===== config.mk =====
export PLATFORM = sky130hd
export DESIGN_NAME = top_encoder_display
export DESIGN_NICKNAME = d
export VERILOG_FILES = /design/src/rtl/top_encoder_display_pkg.sv /design/src/rtl/top_encoder_display_double_dabble.sv /design/src/rtl/top_encoder_display.sv
export SDC_FILE = /design/constraint.sdc
export NUM_CORES = 1
export LEC_CHECK = 0
export ABC_AREA = 0
export CORE_MARGIN = 2
export CORE_UTILIZATION = 59
export CTS_CLUSTER_DIAMETER = 40
export DETAILED_ROUTE_END_ITERATION = 12
export GPL_ROUTABILITY_DRIVEN = 0
export PLACE_DENSITY = 0.79
export SKIP_LAST_GASP = 1
export SYNTH_ARGS = -nofsm -noshare
export SYNTH_HDL_FRONTEND = slang
export SYNTH_SLANG_ARGS = --single-unit
export TNS_END_PERCENT = 20

===== constraint.sdc =====
create_clock -name Clock -period 11.43 [get_ports Clock]
set_input_delay 2.286 -clock Clock [delete_from_list [all_inputs] [get_ports Clock]]
set_output_delay 2.286 -clock Clock [all_outputs]
set_load 0.01 [all_outputs]

===== src/rtl/top_encoder_display_pkg.sv =====
// Shared definitions for the encoder-driven 4-digit counter display.
// Holds the counter and BCD widths, the 7-segment patterns and the
// digit-to-segment lookup used by top_encoder_display.
package top_encoder_display_pkg;

    localparam int unsigned COUNT_W    = 14;
    localparam int unsigned COUNT_MAX  = 9999;
    localparam int unsigned BCD_W      = 4;
    localparam int unsigned NUM_DIGITS = 4;
    localparam int unsigned BCD_ALL_W  = BCD_W * NUM_DIGITS;
    localparam int unsigned SEG_W      = 8;
    localparam int unsigned CATH_W     = NUM_DIGITS;

    // Segment order {DP,G,F,E,D,C,B,A}, active-high, DP off
    localparam logic [SEG_W-1:0] SEG_0     = 8'h3F;
    localparam logic [SEG_W-1:0] SEG_1     = 8'h06;
    localparam logic [SEG_W-1:0] SEG_2     = 8'h5B;
    localparam logic [SEG_W-1:0] SEG_3     = 8'h4F;
    localparam logic [SEG_W-1:0] SEG_4     = 8'h66;
    localparam logic [SEG_W-1:0] SEG_5     = 8'h6D;
    localparam logic [SEG_W-1:0] SEG_6     = 8'h7D;
    localparam logic [SEG_W-1:0] SEG_7     = 8'h07;
    localparam logic [SEG_W-1:0] SEG_8     = 8'h7F;
    localparam logic [SEG_W-1:0] SEG_9     = 8'h6F;
    localparam logic [SEG_W-1:0] SEG_BLANK = 8'h00;

    // Map one BCD digit to its segment pattern; non-decimal codes go dark
    function automatic logic [SEG_W-1:0] digit_to_seg(input logic [BCD_W-1:0] digit);
        logic [SEG_W-1:0] seg;
        case (digit)
            4'd0:    seg = SEG_0;
            4'd1:    seg = SEG_1;
            4'd2:    seg = SEG_2;
            4'd3:    seg = SEG_3;
            4'd4:    seg = SEG_4;
            4'd5:    seg = SEG_5;
            4'd6:    seg = SEG_6;
            4'd7:    seg = SEG_7;
            4'd8:    seg = SEG_8;
            4'd9:    seg = SEG_9;
            default: seg = SEG_BLANK;
        endcase
        return seg;
    endfunction

endpackage


===== src/rtl/top_encoder_display_double_dabble.sv =====
// Combinational binary-to-BCD converter (shift-add-3 / double dabble).
// Ports:
//   i_bin  [INPUT_W-1:0]  binary input
//   o_bcd  [15:0]         packed BCD {thousands, hundreds, tens, units}
// Inputs above 9999 overflow the four-digit result and are truncated.
module double_dabble
    import top_encoder_display_pkg::*;
#(
    parameter int unsigned INPUT_W = 14
) (
    input  logic [INPUT_W-1:0]   i_bin,
    output logic [BCD_ALL_W-1:0] o_bcd
);

    localparam int unsigned SR_W = BCD_ALL_W + INPUT_W;

    logic [SR_W-1:0] w_sr;

    // Binary sits in the low bits; each pass corrects BCD nibbles then shifts left
    always_comb begin
        w_sr = '0;
        w_sr[INPUT_W-1:0] = i_bin;
        for (int unsigned i = 0; i < INPUT_W; i++) begin
            for (int unsigned d = 0; d < NUM_DIGITS; d++) begin
                if (w_sr[INPUT_W + BCD_W*d +: BCD_W] >= 4'd5) begin
                    w_sr[INPUT_W + BCD_W*d +: BCD_W] = w_sr[INPUT_W + BCD_W*d +: BCD_W] + 4'd3;
                end
            end
            w_sr = w_sr << 1;
        end
        o_bcd = w_sr[INPUT_W +: BCD_ALL_W];
    end

endmodule


===== src/rtl/top_encoder_display.sv =====
// Board top: quadrature encoder -> 0..9999 wrapping counter -> BCD ->
// multiplexed common-cathode 4-digit 7-segment display.
// Ports:
//   Clock       system clock, rising edge
//   Reset       asynchronous active-low reset
//   EncoderA_i  encoder channel A (asynchronous, idle high)
//   EncoderB_i  encoder channel B (asynchronous, idle high)
//   Cathodes_o  [3:0] digit select, active-low one-hot, bit0 = units
//   Segments_o  [7:0] segments {DP,G,F,E,D,C,B,A}, active-high
// Build option: define LEADING_ZERO_BLANK_EN to blank leading zero digits.
module top_encoder_display
    import top_encoder_display_pkg::*;
#(
    parameter int unsigned CLOCK_HZ = 10_000_000,
    parameter int unsigned DIGIT_HZ = 1_000
) (
    input  logic              Clock,
    input  logic              Reset,
    input  logic              EncoderA_i,
    input  logic              EncoderB_i,
    output logic [CATH_W-1:0] Cathodes_o,
    output logic [SEG_W-1:0]  Segments_o
);

    localparam int unsigned DIV_RAW = CLOCK_HZ / DIGIT_HZ;
    localparam int unsigned DIV     = (DIV_RAW < 1) ? 1 : DIV_RAW;
    localparam int unsigned TIMER_W = (DIV > 1) ? $clog2(DIV) : 1;
    localparam logic [TIMER_W-1:0] TIMER_LAST = TIMER_W'(DIV - 1);
    localparam logic [COUNT_W-1:0] COUNT_TOP  = COUNT_W'(COUNT_MAX);

    logic                 r_a_s1, r_a_s2, r_a_d;
    logic                 r_b_s1, r_b_s2;
    logic [COUNT_W-1:0]   r_count;
    logic [TIMER_W-1:0]   r_timer;
    logic [1:0]           r_index;
    logic                 w_a_fall;
    logic [BCD_ALL_W-1:0] w_bcd;
    logic [BCD_W-1:0]     w_digit;
    logic [NUM_DIGITS-1:0] w_blank;
    logic [SEG_W-1:0]     w_seg;

    // One count per detent: only a synchronized falling edge of A counts
    assign w_a_fall = r_a_d & ~r_a_s2;

    // Two-flop synchronizers, A edge register and the wrapping counter
    always_ff @(posedge Clock or negedge Reset) begin
        if (!Reset) begin
            r_a_s1  <= 1'b1;
            r_a_s2  <= 1'b1;
            r_a_d   <= 1'b1;
            r_b_s1  <= 1'b1;
            r_b_s2  <= 1'b1;
            r_count <= '0;
        end else begin
            r_a_s1 <= EncoderA_i;
            r_a_s2 <= r_a_s1;
            r_a_d  <= r_a_s2;
            r_b_s1 <= EncoderB_i;
            r_b_s2 <= r_b_s1;
            if (w_a_fall) begin
                if (r_b_s2) begin
                    r_count <= (r_count == COUNT_TOP) ? '0 : r_count + COUNT_W'(1);
                end else begin
                    r_count <= (r_count == '0) ? COUNT_TOP : r_count - COUNT_W'(1);
                end
            end
        end
    end

    double_dabble #(
        .INPUT_W (COUNT_W)
    ) u_double_dabble (
        .i_bin (r_count),
        .o_bcd (w_bcd)
    );

    assign w_digit = w_bcd[{r_index, 2'b00} +: BCD_W];

`ifdef LEADING_ZERO_BLANK_EN
    // A digit goes dark only if it and every digit above it are zero
    always_comb begin
        w_blank    = '0;
        w_blank[3] = (w_bcd[15:12] == 4'd0);
        w_blank[2] = w_blank[3] && (w_bcd[11:8] == 4'd0);
        w_blank[1] = w_blank[2] && (w_bcd[7:4] == 4'd0);
    end
`else
    assign w_blank = '0;
`endif

    assign w_seg = w_blank[r_index] ? SEG_BLANK : digit_to_seg(w_digit);

    // Scan: r_index names the digit shown at the next terminal count, so the
    // display stays dark after reset until the first terminal count shows digit 0
    always_ff @(posedge Clock or negedge Reset) begin
        if (!Reset) begin
            r_timer    <= '0;
            r_index    <= '0;
            Cathodes_o <= '1;
            Segments_o <= SEG_BLANK;
        end else begin
            if (r_timer == TIMER_LAST) begin
                r_timer    <= '0;
                r_index    <= r_index + 2'd1;
                Cathodes_o <= ~(4'b0001 << r_index);
                Segments_o <= w_seg;
            end else begin
                r_timer <= r_timer + TIMER_W'(1);
            end
        end
    end

endmodule


* Word-level counts from Yosys, hierarchy flattened *
Memories as Yosys holds them, arrays and structs flattened. A register that Yosys moved wholly into a read port is not among the register bits.
Index checks and enable logic that the tools add are counted.

cells by class
  eq/ne operators = 2
  order comparisons = 47
  $mul = 0
  reduce and logical (&&, ||, !) cells = 2
  shift-type cells = 2
  mux-type cells = 53
  add/sub/neg operators = 50
  bitwise gates (word level) = 3
  div/mod/pow operators = 0

operators with widths
  operator                                                                              count
  4-bit by 3-bit greater-or-equal comparator with 1-bit output (second input constant)  42
  4-bit 2-to-1 mux                                                                      35
  4-bit by 2-bit adder with 4-bit output (second input constant)                        33
  14-bit 2-to-1 mux                                                                     4
  3-bit 2-to-1 mux                                                                      11
  14-bit by 1-bit adder with 14-bit output (second input constant)                      2
  14-bit == test (second input constant)                                                2
  3-bit by 2-bit adder with 3-bit output (second input constant)                        9
  16-bit by 5-bit indexed part select with 4-bit output                                 1
  14-bit logical NOT                                                                    1
  14-bit by 1-bit subtractor with 14-bit output (second input constant)                 1
  1-bit by 2-bit adder with 3-bit output (second input constant)                        3
  1-bit by 3-bit greater-or-equal comparator with 1-bit output (second input constant)  3
  8-bit 2-to-1 mux                                                                      1
  4-bit inverter                                                                        1
  1-bit by 2-bit << shifter with 4-bit output (first input constant)                    1
  1-bit by 2-bit adder with 3-bit output (both inputs constant)                         1
  1-bit by 3-bit greater-or-equal comparator with 1-bit output (both inputs constant)   1
  2-bit by 3-bit < comparator with 1-bit output (second input constant)                 1
  2-bit by 1-bit adder with 2-bit output (second input constant)                        1
  1-bit binary-select mux with 2-bit select                                             1
  1-bit bitwise AND                                                                     1
  1-bit logical NOT                                                                     1
  1-bit 2-to-1 mux                                                                      1
  1-bit inverter                                                                        1

storage, ports and cells
  memories kept = 1
  register bits after elaboration = 47
  bits of input ports = 4
  RAM bits = 0
  logic and storage cells = 170
  latch bits = 0
  bits in read-only memories = 112

memories
  name              words  bits a word  rd ports  clocked after Yosys merged registers in  wr ports  line                           RTL
  (name not given)  16     7            1         1                                        0         top_encoder_display_pkg.sv:30  case (digit)

* Logic depth before layout (Yosys ltp) *
Gate-level depths: netlist (run 1).

  depth after elaboration = 27
  depth in mapped cells = 60
  depth with buffers taken out = 59

* Cells and area by module *
Synthesis (run 1) repeated with hierarchy kept, for this count alone.

second synthesis, totals
  cell total of the unflattened synthesis = 872
  area total of the unflattened synthesis = 6,775.2 um^2

modules (own cells, without submodules)
  module               instances  cells each  area an instance (um^2)
  double_dabble        1          567         3,976.3
  top_encoder_display  1          305         2,798.9

* Worst setup path before layout (run 1) *
Ideal clock, no wire load.

  kind = register to register
  start = register r_count[12]
  end = register Segments_o[5]
  stages on the path, launching flop included = 59
  data required time = 11.343 ns
  slack = 0.145 ns
  data arrival time = 11.199 ns
  path through = dfrtp_1 > buf_2 > inv_1 > ha_1 > o21ai_2 > xnor2_2 > ha_1 > nand2b_1 > a32oi_4 > xnor2_1 > ha_1 > inv_1 > nor2_1 > nor2_1 > a31oi_1 > nand2_1 > ha_1 > a31o_2 > (+23 left out) > xnor2_1 > inv_1 > ha_1 > inv_1 > ha_1 > a211oi_1 > xnor2_1 > xnor2_1 > ha_1 > nor2_1 > nand2_1 > o2111a_1 > a211o_1 > o311ai_2 > inv_1 > ha_1 > or4_1 > o211ai_1

between the ends
  longest elaborated chain between the ends = 25
  elaborated cells on any way between the ends = 127
  those cells by class = add/sub: 42; order compare: 42; shift: 1; mux: 42

ends and longest elaborated chain
  element                                                                                                                        line                                                                              RTL
  start, declared                                                                                                                top_encoder_display.sv:33                                                         logic [COUNT_W-1:0] r_count;
  start signal, assigned                                                                                                         top_encoder_display.sv:62                                                         r_count <= (r_count == COUNT_TOP) ? '0 : r_count + COUNT_W'(1);
  start signal, assigned                                                                                                         top_encoder_display.sv:64                                                         r_count <= (r_count == '0) ? COUNT_TOP : r_count - COUNT_W'(1);
  4-bit by 2-bit adder with 4-bit output / 4-bit by 3-bit greater-or-equal comparator with 1-bit output (equally long branches)  top_encoder_display_double_dabble.sv:26, top_encoder_display_double_dabble.sv:25
  4-bit 2-to-1 mux *                                                                                                             top_encoder_display_double_dabble.sv:25                                           if (w_sr[INPUT_W + BCD_W*d +: BCD_W] >= 4'd5) begin
  4-bit by 2-bit adder with 4-bit output / 4-bit by 3-bit greater-or-equal comparator with 1-bit output (equally long branches)  top_encoder_display_double_dabble.sv:26, top_encoder_display_double_dabble.sv:25
  4-bit 2-to-1 mux                                                                                                               top_encoder_display_double_dabble.sv:25
  4-bit by 2-bit adder with 4-bit output / 4-bit by 3-bit greater-or-equal comparator with 1-bit output (equally long branches)  top_encoder_display_double_dabble.sv:26, top_encoder_display_double_dabble.sv:25
  4-bit 2-to-1 mux                                                                                                               top_encoder_display_double_dabble.sv:25
  4-bit by 2-bit adder with 4-bit output, or another cell as far along                                                           top_encoder_display_double_dabble.sv:26                                           w_sr[INPUT_W + BCD_W*d +: BCD_W] = w_sr[INPUT_W + BCD_W*d +: BCD_W] + 4'd3;
  4-bit 2-to-1 mux / 3-bit 2-to-1 mux (equally long branches)                                                                    top_encoder_display_double_dabble.sv:25
  (+9 left out)                                                                                                                  n/a
  4-bit 2-to-1 mux / 3-bit 2-to-1 mux (equally long branches)                                                                    top_encoder_display_double_dabble.sv:25
  4-bit by 2-bit adder with 4-bit output, or another cell as far along                                                           top_encoder_display_double_dabble.sv:26
  4-bit 2-to-1 mux / 3-bit 2-to-1 mux (equally long branches)                                                                    top_encoder_display_double_dabble.sv:25
  4-bit by 2-bit adder with 4-bit output, or another cell as far along                                                           top_encoder_display_double_dabble.sv:26
  4-bit 2-to-1 mux / 3-bit 2-to-1 mux (equally long branches)                                                                    top_encoder_display_double_dabble.sv:25
  4-bit by 2-bit adder with 4-bit output, or another cell as far along                                                           top_encoder_display_double_dabble.sv:26
  4-bit 2-to-1 mux / 3-bit 2-to-1 mux (equally long branches)                                                                    top_encoder_display_double_dabble.sv:25
  16-bit by 5-bit indexed part select with 4-bit output *                                                                        top_encoder_display.sv:77                                                         assign w_digit = w_bcd[{r_index, 2'b00} +: BCD_W];
  end, declared                                                                                                                  top_encoder_display.sv:22                                                         output logic [SEG_W-1:0] Segments_o

Mark *: on every way between the ends. The rest lies on a longest branch, timed or not.
A chain may end at the register's enable or synchronous reset.

* Final worst setup path (run 1) *
  start = register r_count[11]
  end = register Segments_o[5]

between the ends
  longest elaborated chain between the ends = 23
  elaborated cells on any way between the ends = 115
  those cells by class = add/sub: 38; order compare: 38; shift: 1; mux: 38

ends and longest elaborated chain
  element                                                                                                                        line
  4-bit by 2-bit adder with 4-bit output / 4-bit by 3-bit greater-or-equal comparator with 1-bit output (equally long branches)  top_encoder_display_double_dabble.sv:26, top_encoder_display_double_dabble.sv:25
  4-bit 2-to-1 mux *                                                                                                             top_encoder_display_double_dabble.sv:25
  4-bit by 2-bit adder with 4-bit output / 4-bit by 3-bit greater-or-equal comparator with 1-bit output (equally long branches)  top_encoder_display_double_dabble.sv:26, top_encoder_display_double_dabble.sv:25
  4-bit 2-to-1 mux                                                                                                               top_encoder_display_double_dabble.sv:25
  4-bit by 2-bit adder with 4-bit output / 4-bit by 3-bit greater-or-equal comparator with 1-bit output (equally long branches)  top_encoder_display_double_dabble.sv:26, top_encoder_display_double_dabble.sv:25
  4-bit 2-to-1 mux                                                                                                               top_encoder_display_double_dabble.sv:25
  4-bit by 2-bit adder with 4-bit output, or another cell as far along                                                           top_encoder_display_double_dabble.sv:26
  4-bit 2-to-1 mux / 3-bit 2-to-1 mux (equally long branches)                                                                    top_encoder_display_double_dabble.sv:25
  (+7 left out)                                                                                                                  n/a
  4-bit 2-to-1 mux / 3-bit 2-to-1 mux (equally long branches)                                                                    top_encoder_display_double_dabble.sv:25
  4-bit by 2-bit adder with 4-bit output, or another cell as far along                                                           top_encoder_display_double_dabble.sv:26
  4-bit 2-to-1 mux / 3-bit 2-to-1 mux (equally long branches)                                                                    top_encoder_display_double_dabble.sv:25
  4-bit by 2-bit adder with 4-bit output, or another cell as far along                                                           top_encoder_display_double_dabble.sv:26
  4-bit 2-to-1 mux / 3-bit 2-to-1 mux (equally long branches)                                                                    top_encoder_display_double_dabble.sv:25
  4-bit by 2-bit adder with 4-bit output, or another cell as far along                                                           top_encoder_display_double_dabble.sv:26
  4-bit 2-to-1 mux / 3-bit 2-to-1 mux (equally long branches)                                                                    top_encoder_display_double_dabble.sv:25
  16-bit by 5-bit indexed part select with 4-bit output *                                                                        top_encoder_display.sv:77

Marked as above.

==> results of run 1 <==
-- cell usage after synthesis, types with 7 or more instances --
library cell,count
nor2b_1,8
a2111oi_0,9
o21ai_0,61
nor2_1,82
a211oi_1,15
o211ai_1,22
xnor2_1,21
inv_1,40
a31oi_1,13
nand3_1,55
a21oi_1,64
clkbuf_1,38
a21o_1,14
and3_1,10
a32oi_1,7
nor3_1,32
nor4_1,13
nand4_1,14
ha_1,38
buf_2,14
dfstp_2,9
o21ai_1,10
mux2i_1,15
a22oi_1,11
o22ai_1,18
nand2_1,89
dfrtp_1,37
o31ai_1,9
nand2b_1,9
or3_1,11
a21oi_2,9
o221ai_1,8
-- sequential cells by signal, indices dropped and copies added (netlist names) --
| signal | flops |
|---|---|
| r_a_s1 | 1 |
| r_index | 2 |
| Segments_o | 7 |
| r_b_s1 | 1 |
| Cathodes_o | 4 |
| r_a_s2 | 1 |
| r_count | 14 |
| r_b_s2 | 1 |
| r_a_d | 1 |
| r_timer | 14 |
-- stage by stage --
| stage | utilization, % | cells | setup TNS [ns] | instance area, sq um | setup slack (ns) |
|---|---|---|---|---|---|
| final | 65.40 | 1147 | 0 | 7889 | 0.6860 |
| after global routing | 65.40 | 1147 | -0.1826 | 7889 | -0.1014 |
| after CTS | 63.62 | 1135 | 0 | 7674 | 0.05466 |
| after detailed placement | 62.03 | 1126 | -1.560 | 7482 | -0.4161 |
| after global placement | 62.03 | 1126 | 0 | 7482 | 0.1164 |
| after floorplan | - | 990 | 0 | 7301 | 0.1446 |
-- logic make-up (layout without fill, tap and decap cells) --
| family | Yosys count | after routing | share of synthesized area [%] |
|---|---|---|---|
| and+or+nand+nor | 366 | 366 | 25.11 |
| other | 1 | 1 | 0.05136 |
| AOI/OAI and AO/OA | 380 | 380 | 39.04 |
| xor gates and xnor gates | 29 | 29 | 3.839 |
| adders and majority gates | 39 | 39 | 6.650 |
| muxes | 23 | 23 | 3.393 |
| DFF | 46 | 46 | 15.92 |
| buffers and inverters | 106 | 95 | 5.998 |
-- layout by cell type, fill, tap and decap left out, types with 11 or more instances in the layout --
cell type        count
a211oi_1            14
a21o_1              14
a21oi_1             63
a22oi_1             11
a31oi_1             11
buf_4               26
clkdlybuf4s50_1     13
dfrtp_1             36
ha_1                32
inv_1               40
mux2i_1             14
nand2_1             87
nand3_1             55
nand4_1             14
nor2_1              80
nor3_1              29
nor4_1              13
o211ai_1            22
o21ai_0             60
o22ai_1             18
or3_1               11
xnor2_1             20
-- path summary, 6_finish.rpt --
path                       depth (start not counted)  slack (ns)   startpoint             to
setup / recovery                                  53        0.69  r_count[11]  Segments_o[5]
hold / removal                                     0        0.36       r_a_s1         r_a_s2
setup reg to reg                                  53        0.69  r_count[11]  Segments_o[5]
hold reg to reg                                    0        0.36       r_a_s1         r_a_s2
max in group asynchronous                          1        8.58        Reset    r_count[11]
min in group asynchronous                          1        2.17        Reset    r_timer[10]
-- area by class of cell --
cell class / count / area share [%]
well taps: 168 / 2.665
repair buffers: 40 / 4.187
inverters: 47 / 2.236
clock inverters: 3 / 0.3331
flip-flops and latches: 46 / 14.75
multi-input cells: 838 / 74.24
clock buffers: 5 / 1.586
-- routing by layer --
metal  up-vias  GRT usage, %  share of wire (%)
li1       3791             -                  -
met1      3647         40.82                 47
met2       309         47.80                 46
met3        21         2.636                5.6
met4         0         5.783                1.0
met5         -             0                  0
-- repair_timing --
item / in CTS / in global routing
hold endpoints to repair: 0 / 0
pin swaps: 1 / 10
gates resized for setup: 7 / 27
endpoints found under the setup margin: 7 / 7
setup buffers: 1 / 12
==> impl_metrics.csv, run 1 <==
group,metric,value,unit
logic_synthesis,yosysTopAreaCell,"dfrtp_1",
clocking,h-tree-depth,2,
global_routing,grt-ovfl-total,0,
place,dp_hpwl,13.83,mm
setup_path,crit_path_start_kind,"flip-flop",
clocking,cts_max_path_buffers,2,
logic_synthesis,synth_nets,1032,
timing,hold_viol_final,0,
die,die_area,0.01328,sq mm
global_routing,track_usage,28.71,%
layout,multi_input_area,0.005857,sq mm
logic_synthesis,ys_types,105,
global_routing,grt_pass1_wl,32.43,mm
setup_path,worstPathArrival,10.96,ns
global_routing,grt_pass1_vias,6864,
logic_synthesis,synth-edff-count,0,
setup_path,cpPeakStageDelay,0.59,ns
timing,fmax,93.08,MHz
outcome,status,"finished clean",
logic_synthesis,synth_seq_cells,46,
clocking,clock_sinks,46,
layout,diodes,0,
setup_path,crit_type,"flip-flop to flip-flop",
setup_path,path_delay_family,"compound AO/OA/AOI/OAI gates",
logic_synthesis,ys_seq_area_share,15.92,%
route,drtAntennaViolNets,0,
setup_path,crit_path_max_fanout,8,
clocking,cts_made_buffers,5,
setup_path,crit_path_frequent_cell,"ha_1",
die,die_y,115.2,um
place,io_buffers,14,
setup_path,cpMaxStageDelayCell,"nor4_1",
global_routing,antenna_found_initial,0,
die,rows,40,
setup_path,end_kind,"flip-flop",
logic_synthesis,synthTopCellsByArea,"dfrtp_1, ha_1, nand2_1, a21oi_1, nor2_1",
route,finalWirelength,19.38,mm
timing,holdWs,0.3606,ns
route,firstDrtPassIters,5,
layout,area_growth,8.055,%
route,viasPerCell,6.772,
route,dr_total_vias,7768,
clocking,cts_root_buf,"clkbuf_16",
timing,final_max_slew_viol_count,0,
logic_synthesis,async_flop_share,100.0,%
timing,fin_crit,10.74,ns
global_routing,grt_max_degree,47,
logic_synthesis,yosysWarnings,0,
setup_path,required,11.64,ns
clocking,clk_latency,0.29,ns
timing,setup_violations,0,
route,drt_iter0_drc,802,
logic_synthesis,syn_area_per_cell,7.374,sq um
timing,fin_skew,0.005962,ns
clocking,tritoncts,"yes",
logic_synthesis,synth_cells,990,
layout,final_layout_size_suffix_gt1_share,14.91,%
die,start_util,60.53,%
setup_path,path_buf_inv,10,
clocking,clk_pin_slew,0.07,ns
die,coreArea,0.01206,sq mm
min_path,min_path_type,"flip-flop to flip-flop",
timing,fin_crit_sh,94.00,%
timing,worstMarginPinSlew,1.034,ns
die,fp.dieW,115.2,um
flow_run,cap_violations,0,
layout,register_area,0.001164,sq mm
timing,relSlewSlack,31.09,%
logic_synthesis,synth_area,0.007301,sq mm
clocking,ctsHoldBuffers,0,
route,routedWlPerCell,16.90,um
logic_synthesis,synthFlopType,"dfrtp_1",
layout,fillCellCount,1066,
route,drc,0,
die,ios,16,
layout,nNetsFinal,1020,
logic_synthesis,synth_top_area_share,12.68,%
Power of run 1 is not shown: default switching activity piles up to over one toggle a cycle in this logic, so the estimate is an artifact.
==> run 2: changes to the inputs <==
--- a/config.mk
+++ b/config.mk
@@ -5,9 +5,9 @@
 export SDC_FILE = /design/constraint.sdc
 export NUM_CORES = 1
 export LEC_CHECK = 0
-export ABC_AREA = 0
+export ABC_AREA = 1
 export CORE_MARGIN = 2
-export CORE_UTILIZATION = 59
+export CORE_UTILIZATION = 58
 export CTS_CLUSTER_DIAMETER = 40
 export DETAILED_ROUTE_END_ITERATION = 12
 export GPL_ROUTABILITY_DRIVEN = 0
==> run 2 against run 1 <==
  * Non-clock buffer count shrank 24
  * Cell area fell by 23%
  * Die area decreased by 19%
  * Core utilization is 2.9 points lower
  * Sequential cell count unchanged
  * Critical path depth increased by 18
  * Global-route usage is 7.2 points lower
  * Clock-buffer cell count did not move
  * Final cell count down 8.5%
  * Via count is 31% lower
  * Highest routed layer unchanged
==> impl_metrics.csv, run 2 <==
group,metric,value,unit
outcome,status,"finished clean",
logic_synthesis,synthTopCellsByArea,"dfrtp_1, nand2_1, nand3_1, ha_1, inv_1",
clocking,h-tree-depth,2,
setup_path,crit_end,"Segments_o[1]",
logic_synthesis,yosysTopAreaCell,"dfrtp_1",
layout,top_regs,"r_count (14), r_timer (14), Segments_o (7)",
route,dr_total_vias,5374,
logic_synthesis,synth-edff-count,0,
logic_synthesis,synth_area,0.005730,sq mm
die,ios,16,
die,rows,36,
clocking,ctsResizeCount,0,
timing,fin_crit_sh,83.05,%
setup_path,worstSetupStartpoint,"r_count[12]",
clocking,tritoncts,"yes",
clocking,cts_root_buf,"clkbuf_8",
die,coreArea,0.009684,sq mm
timing,setup-tns-final,0,ns
global_routing,grt_pass1_vias,4778,
clocking,clk_latency,0.30,ns
timing,hold_viol_final,0,
logic_synthesis,synth_common_cells,"nand2_1, inv_1, nand3_1",
flow_run,cap_violations,0,
layout,nNetsFinal,958,
timing,worstMarginPinSlew,0.5902,ns
setup_path,crit_path_frequent_cell,"nand2_1",
setup_path,crit_path_max_fanout,10,
setup_path,crit_path_start_kind,"flip-flop",
timing,relSlewSlack,60.29,%
timing,final_max_slew_viol_count,0,
route,drc,0,
timing,rsz0062_at_grt,"no",
logic_synthesis,synthFlopType,"dfrtp_1",
clocking,cts_made_buffers,5,
layout,diodes,0,
setup_path,rrSetupSlack,1.94,ns
logic_synthesis,ys_seq_area_share,20.28,%
clocking,post_cts_buffers,0,
setup_path,timing.rr.start,"r_count[12]",
route,drt_iter0_drc,240,
layout,fillCellCount,921,
clocking,cts_max_path_buffers,2,
logic_synthesis,ys_types,49,
route,drtAntennaViolNets,0,
layout,register_area,0.001162,sq mm
timing,fin_skew,0.01303,ns
setup_path,cpPeakStageDelay,0.55,ns
logic_synthesis,synth_top_area_share,16.16,%
setup_path,crit_type,"flip-flop to flip-flop",
logic_synthesis,synth_nets,950,
global_routing,antenna_found_initial,0,
clocking,clock_sinks,46,
die,die_area,0.01069,sq mm
layout,multi_input_area,0.003925,sq mm
clocking,ctsHoldBuffers,0,
setup_path,required,11.62,ns
min_path,min_path_type,"flip-flop to flip-flop",
setup_path,end_kind,"flip-flop",
layout,final_layout_size_suffix_gt1_share,15.92,%
logic_synthesis,yosys.cell_count.top_type,"nand2_1",
global_routing,grt-ovfl-total,0,
place,io_buffers,14,
clocking,clk_pin_slew,0.10,ns
layout,layout_common_cells,"nand2_1, inv_1, nand3_1",
route,viasPerCell,5.118,
timing,fin_crit,9.493,ns
global_routing,grt_max_degree,47,
route,finalWirelength,11.00,mm
layout,area_growth,5.699,%
logic_synthesis,syn_area_per_cell,6.311,sq um
logic_synthesis,async_flop_share,100.0,%
setup_path,worstPathArrival,9.69,ns
setup_path,ff2ff_path_depth,71,
global_routing,grt_pass1_wl,19.45,mm
setup_path,rr_endpoint,"Segments_o[1]",
setup_path,cpMaxStageDelayCell,"dfrtp_1",
die,die_y,103.4,um
route,routedWlPerCell,10.48,um
die,start_util,59.17,%
timing,fmax,105.3,MHz
logic_synthesis,synth_cells,908,
layout,layout_commonest_cell,"nand2_1",
place,dp_hpwl,8.777,mm
route,firstDrtPassIters,5,
global_routing,track_usage,21.53,%
die,fp.dieW,103.4,um
logic_synthesis,synth_seq_cells,46,
logic_synthesis,yosysWarnings,0,
timing,setup_violations,0,
-- run 2: cell count changes after synthesis, moves of 20 or more --
cell and change:
clkbuf_1 -32, nand2_1 +157, inv_1 +79, nand2_2 +36
xnor2_1 -20, nand2_4 +20, nand3_1 +51, o21ai_0 -23
nor3_1 -21, a21oi_1 -46
-- run 2: cell type report --
cell class              instances  area share (%)
multi-input cells             699           64.80
flip-flops and latches         46           19.19
inverters                     148           9.213
well taps                     133           2.747
repair buffers                 16           2.479
clock buffers                   5           1.136
clock inverters                 3          0.4338
-- run 2: per-layer routing --
layer | wire (um) | GRT usage (%) | vias to the layer above
li1 | - | - | 2930
met1 | 5731 | 29.86 | 2357
met2 | 4852 | 36.82 | 74
met3 | 323 | 2.285 | 13
met4 | 93 | 3.644 | 0
met5 | 0 | 0 | -
-- run 2: worst min path at each step --
| stage | depth (start not counted) | slack [ns] | to | start |
|---|---|---|---|---|
| floorplan | 0 | 0.35 | r_a_s2 | r_a_s1 |
| global placement | 0 | 0.35 | r_b_s2 | r_b_s1 |
| detailed placement | 0 | 0.35 | r_a_s2 | r_a_s1 |
| CTS | 0 | 0.36 | r_a_s2 | r_a_s1 |
| global route | 0 | 0.37 | r_b_s2 | r_b_s1 |
| finish | 0 | 0.36 | r_a_s2 | r_a_s1 |
-- run 2: cells by family (layout without fill, tap and decap cells) --
family	after synthesis	in the layout	share of synthesized area [%]
xor gates and xnor gates	18	18	2.882
other	1	1	0.06544
and+or+nand+nor	550	550	47.45
AOI/OAI and AO/OA	92	92	9.804
adders and majority gates	38	38	8.297
buffers and inverters	163	172	11.22
DFF	46	46	20.28
-- run 2: worst max-delay path: cells and delay by family (launching register included) --
kind,cells,cell delay [ns]
simple gates,35,3.46
fa+ha+maj,11,2.22
compound gates,7,1.27
buf+inv,15,1.11
xor+xnor,3,0.77
flops,1,0.55
-- run 2: metrics by stage --
stage	setup WS [ns]	std cells	instance area [sq um]	util [%]	hold WS [ns]
6_report	1.937	1050	6057	62.55	0.3601
5_1_grt	0.6972	1050	6057	62.55	0.3654
4_1_cts	1.915	1050	6057	62.55	0.3616
3_5_place_dp	1.932	1042	5962	61.56	0.3488
3_3_place_gp	2.289	1042	5962	61.56	0.3470
2_1_floorplan	2.936	908	5731	-	0.3452
Power of run 2 is left out for the same reason.
